===== config.mk =====
export PLATFORM = sky130hd
export DESIGN_NAME = debounce_array
export DESIGN_NICKNAME = d
export VERILOG_FILES = /design/src/rtl/debounce_array.sv
export SDC_FILE = /design/constraint.sdc
export NUM_CORES = 1
export LEC_CHECK = 0
export ABC_AREA = 1
export CAP_MARGIN = 20
export CORE_ASPECT_RATIO = 1.75
export CORE_UTILIZATION = 43
export DETAILED_ROUTE_END_ITERATION = 12
export GPL_TIMING_DRIVEN = 0
export PLACE_DENSITY = 0.68
export SLEW_MARGIN = 25
export SYNTH_ARGS = -nofsm -noshare
export SYNTH_HDL_FRONTEND = slang
export SYNTH_SLANG_ARGS = --single-unit

===== constraint.sdc =====
create_clock -name clk -period 2.7 [get_ports clk]
set_input_delay 0.27 -clock clk [delete_from_list [all_inputs] [get_ports clk]]
set_output_delay 0.27 -clock clk [all_outputs]
set_load 0.02 [all_outputs]

===== src/rtl/debounce_array.sv =====
// Multi-channel key debouncer: 2-flop synchroniser, stability counter,
// edge-selectable press pulse and one-shot long-press pulse per channel.
module debounce_array #(
    parameter int unsigned N_CH       = 4,
    parameter int unsigned CNT_VAL    = 500_000,
    parameter int unsigned LONG_VAL   = 50_000_000,
    parameter int unsigned ACTIVE_LOW = 1,
    parameter int unsigned EDGE_MODE  = 0
) (
    input  logic            clk,
    input  logic            rst_n,
    input  logic [N_CH-1:0] key_in,
    output logic [N_CH-1:0] key_level,
    output logic [N_CH-1:0] key_press,
    output logic [N_CH-1:0] key_long
);

    localparam int unsigned     CW        = $clog2(CNT_VAL) + 1;
    localparam int unsigned     LW        = $clog2(LONG_VAL) + 1;
    localparam logic [CW-1:0]   CNT_LAST  = CW'(CNT_VAL - 1);
    localparam logic [LW-1:0]   LONG_MAX  = LW'(LONG_VAL);
    localparam logic [LW-1:0]   LONG_LAST = LW'(LONG_VAL - 1);
    localparam logic [N_CH-1:0] IDLE      = {N_CH{ACTIVE_LOW != 0}};

    logic [N_CH-1:0] r_meta;
    logic [N_CH-1:0] r_sync;
    logic [N_CH-1:0] r_level;
    logic [N_CH-1:0] r_press;
    logic [N_CH-1:0] r_long;
    logic [CW-1:0]   r_cnt  [N_CH];
    logic [LW-1:0]   r_lcnt [N_CH];

    logic [N_CH-1:0] w_norm;
    logic [N_CH-1:0] w_diff;
    logic [N_CH-1:0] w_accept;
    logic [N_CH-1:0] w_pulse;

    always_comb begin
        w_norm   = (ACTIVE_LOW != 0) ? ~r_sync : r_sync;
        w_diff   = w_norm ^ r_level;
        w_accept = '0;
        for (int unsigned i = 0; i < N_CH; i++) begin
            w_accept[i] = w_diff[i] && (r_cnt[i] == CNT_LAST);
        end
        case (EDGE_MODE)
            0:       w_pulse = w_accept & w_norm;
            1:       w_pulse = w_accept & ~w_norm;
            default: w_pulse = w_accept;
        endcase
    end

    always_ff @(posedge clk) begin
        if (!rst_n) begin
            r_meta  <= IDLE;
            r_sync  <= IDLE;
            r_level <= '0;
            r_press <= '0;
            r_long  <= '0;
            for (int unsigned i = 0; i < N_CH; i++) begin
                r_cnt[i]  <= '0;
                r_lcnt[i] <= '0;
            end
        end else begin
            r_meta  <= key_in;
            r_sync  <= r_meta;
            r_level <= r_level ^ w_accept;
            r_press <= w_pulse;
            for (int unsigned i = 0; i < N_CH; i++) begin
                if (!w_diff[i] || w_accept[i]) begin
                    r_cnt[i] <= '0;
                end else begin
                    r_cnt[i] <= r_cnt[i] + 1'b1;
                end
                // Saturation at LONG_MAX guarantees a single pulse per press.
                if (!r_level[i]) begin
                    r_lcnt[i] <= '0;
                end else if (r_lcnt[i] != LONG_MAX) begin
                    r_lcnt[i] <= r_lcnt[i] + 1'b1;
                end
                r_long[i] <= r_level[i] && (r_lcnt[i] == LONG_LAST);
            end
        end
    end

    assign key_level = r_level;
    assign key_press = r_press;
    assign key_long  = r_long;

endmodule


Word-level counts from Yosys, hierarchy flattened:

Memory sizes are Yosys's and may differ from the RTL's.
Index checks and enable logic that the tools add are counted.

* add/subtract/negate cells: 8
* bitwise operators: 20
* equality and inequality tests: 12
* reductions and logical operators: 16
* mux-type cells: 69

Operators by type and width (count)
* 27-bit 2-to-1 mux: 8
* 20-bit 2-to-1 mux: 8
* 27-bit by 1-bit adder with 27-bit output (second input constant): 4
* 27-bit by 26-bit equality test with 1-bit output (second input constant): 4
* 27-bit by 26-bit != test with 1-bit output (second input constant): 4
* 20-bit by 1-bit adder with 20-bit output (second input constant): 4
* 20-bit by 19-bit equality test with 1-bit output (second input constant): 4
* 1-bit 2-to-1 mux: 53
* 1-bit bitwise OR: 16
* 1-bit logical AND: 8
* 4-bit XOR: 2
* 4-bit AND: 1
* 1-bit logical NOT: 4
* 1-bit logical OR: 4
* 4-bit inverter: 1

* logic and storage cells: 132
* output and inout port bits: 12
* RAM bits: 188
* memories: 2
* bits in registers: 20

Memory list
* r_lcnt: words 4, bits a word 27, rd ports 4, clocked after Yosys merged registers in 0, wr ports 4, line 31 `logic [LW-1:0] r_lcnt [N_CH];`
* r_cnt: words 4, bits a word 20, rd ports 4, clocked after Yosys merged registers in 0, wr ports 4, line 30 `logic [CW-1:0] r_cnt [N_CH];`

Longest topological paths before layout:

* depth after elaboration: 9
* depth in mapped cells: 9
* depth with buffers taken out: 9

Least setup slack after synthesis:

OpenSTA, ideal clock, no wires.

* path kind: register to register
* start point: memory r_lcnt[2][12] (netlist name)
* end point: memory r_lcnt[2][0] (netlist name), enable pin
* cell stages (with the launch flop): 6
* clock period less this slack: 2269 ps
* setup time: 574 ps
* arrival time: 1695 ps
* buffers on the path: 0
* path slack: 431 ps
* path through: edfxtp_1 nand2_1 nor2_4 inv_1 nor2_1 nand4_1

RTL lines (line)
* from (decl): 31

==> impl_metrics.tcl <==
set metrics [dict create \
    hold_violations 0 \
    grt_max_degree 28 \
    globalplace.congestion 0.8990 \
    synthTopCellsByArea "edfxtp_1 45%, nand2_1 13%, nor2_1 11%" \
    routed_via_density 4.849 \
    cts_inserted_buffers 23 \
    firstDrtPassIters 5 \
    end_kind "register" \
    grt_pass1_vias 9986 \
    status "finished clean" \
    antenna_left 0 \
    synth_top_area_share 0.4495 \
    rsz0062_at_grt "no" \
    core_area_sq_um 28730 \
    grt_util_all_layers 0.1790 \
    area.growth.synth_to_final_pct 13.90 \
    p_leak_nw 5.122 \
    cts_tree "built" \
    clk_path_buf_depth 3 \
    critPathMaxFanout 10 \
    clk_pin_slew_ns 0.06 \
    yosysWarnings 0 \
    postCtsHoldBufs 0 \
    htree_levels 1 \
    worstPathRequired_ns 2.98 \
    powerDensity_nw_per_um2 480.6 \
    synth.avg_cell_area_sq_um 7.825 \
    dp_slack_ns 0.3748 \
    dp_hpwl_mm 20.30 \
    antenna_found_initial 0 \
    slew_headroom 0.5236 \
    clock_skew_ns 0.009676 \
    ir_drop_uv 378.8 \
    routedWlPerCell_um 12.46 \
    finalWirelength_mm 26.48 \
    drv_cap 0 \
    layout-drive-gt1-share 0.06812 \
    cts_num_sinks 208 \
    clk_latency_ns 0.52 \
    ys_seq_area_frac 0.4814 \
    tightest_slew_ns 0.7138 \
    num_io_pins 18 \
    setup.worst_path.start_class "register" \
    dr_total_vias 10310 \
    diodes 0 \
    synth_area_sq_um 12560 \
    post_dp_cell_area_sq_um 13550 \
    post-cts-setup-buffers 0 \
    synth_seq_cells 208 \
    period_needed_ns 2.360 \
    route.detailed.drc 0 \
    num_rows 82 \
    dieArea_sq_um 29920 \
    setup_viol 0 \
    die_width_um 131.2 \
    fin_ws_ns 0.3395 \
    crit_type "register to register" \
    overflow 0 \
    start_util 0.4372 \
    grt_pass1_wl_mm 44.53 \
    yosys.area.top_type "edfxtp_1" \
    die_y_um 228.1 \
    min_period_over_period 0.8742 \
    root_buffer "clkbuf_16" \
    timing.fmax_mhz 423.6 \
    port-buffer-count 16 \
    cts_resized 0 \
    hold_path.class "input pin to register" \
    num-nets-final 1748 \
    final_area_sq_um 14310 \
    synth_cell_types 36 \
    slew_viol_final 0 \
    syn_inst 1605 \
    arrival_ns 2.64 \
    first_iter_violations 554 \
]
==> Yosys cell counts <==
cell	number
nand2_1	424
nor2_1	363
edfxtp_1	188
inv_1	181
nand3_1	92
a21oi_1	57
xor2_1	53
nand4_1	38
xnor2_1	31
nor3_1	24
dfxtp_1	20
nand3b_1	20
nor2_2	19
or2_2	13
ha_1	12
o21ai_0	12
buf_6	10
nand2_2	9
nor2_4	9
and2_1	4
nand3_2	4
inv_2	3
or2_0	3
buf_2	2
buf_4	2
o21bai_1	2
a21o_1	1
a31oi_1	1
clkbuf_1	1
conb_1	1
nor2b_2	1
nor3_2	1
nor3b_1	1
nor4_1	1
o21ai_1	1
o21ai_4	1
==> state kept, by name, indices dropped and copies added (netlist names), named ones only <==
name and count:
key_long 4, r_meta 4, r_sync 4, key_press 4, r_lcnt 108, r_cnt 80
key_level 1
==> power by group <==
part           total [mW]  leakage, nW  switching (mW)  internal [mW]
clock                3.13        0.380            1.29           1.85
sequential           3.59         2.32          0.0549           3.54
combinational       0.152         2.42          0.0984         0.0540
==> through the flow <==
stage               hold WS (ns)  setup TNS, ns  instances  utilization  total power [mW]
floorplan                 0.3766              0       1684            -             3.761
global placement          0.3972         -9.497       2078       0.4696             3.803
detailed placement        0.3982              0       2083       0.4718             3.809
CTS                      0.06199              0       2125       0.4980             6.973
global route             0.08630              0       2125       0.4980             7.123
finish                   0.09154              0       2125       0.4980             6.875
==> layer usage <==
| layer | vias up | wire (um) | track usage |
|---|---|---|---|
| met4 | 0 | 1111 | 0.09228 |
| li1 | 5337 | - | - |
| met1 | 4711 | 10270 | 0.1863 |
| met5 | - | 0 | 0 |
| met3 | 74 | 745 | 0.02156 |
| met2 | 183 | 14340 | 0.3457 |
==> layout by cell type, fill, tap and decap left out, drive strengths merged <==
cell type      count
conb              80
xnor2             31
clkbuf            30
clkinv             9
nand3             96
ha                12
nand3b            20
a21o               1
xor2              53
nand4             38
nand2            433
inv              186
edfxtp           188
nor2b              1
and2               4
buf               19
or2               16
nor4               1
o21bai             2
nor2             391
nor3b              1
o21ai             14
a31oi              1
bufinv             2
clkdlybuf4s50     16
a21oi             57
nor3              25
dfxtp             20
==> worst max-delay path, cell delays in order, from the launching register on <==
cell	delay (ns)
edfxtp_1	0.45
nand2_2	0.11
nor2_4	0.20
inv_1	0.08
nor2_1	0.20
nand4_1	0.15
nand3b_1	0.46
buf_6	0.30
buf_6	0.16
==> final cells by class <==
cell class,instances,area (sq um)
inverter,184,690.7
multi-input combinational,1277,5986
sequential,208,6046
fill,2806,14420
clock inverter,13,123.9
tap,378,473.0
clock buffer,29,628.1
timing repair buffer,21,216.5
buffer,15,141.4
==> kinds of logic (layout without fill, tap and decap cells) <==
logic type,after synthesis,count (layout),synth area share
buf+inv,199,262,0.06625
simple gates,1026,1026,0.3501
fa+ha+maj,12,12,0.01195
xor+xnor,84,84,0.05858
other cells,1,80,0.0002986
flops,208,208,0.4814
compound gates,75,75,0.03148
==> final timing paths <==
path,from,end,slack (ns),depth (start not counted)
max reg2reg,r_lcnt[0][12]$_SDFFCE_PN0P_,r_lcnt[0][14]$_SDFFCE_PN0P_,0.34,8
min reg2reg,r_meta[0]$_SDFF_PN1_,r_sync[0]$_SDFF_PN1_,0.41,1
max,r_lcnt[0][12]$_SDFFCE_PN0P_,r_lcnt[0][14]$_SDFFCE_PN0P_,0.34,8
min,rst_n,key_level[3]$_SDFF_PN0_,0.09,3
Power figures use the tool's default switching activity.
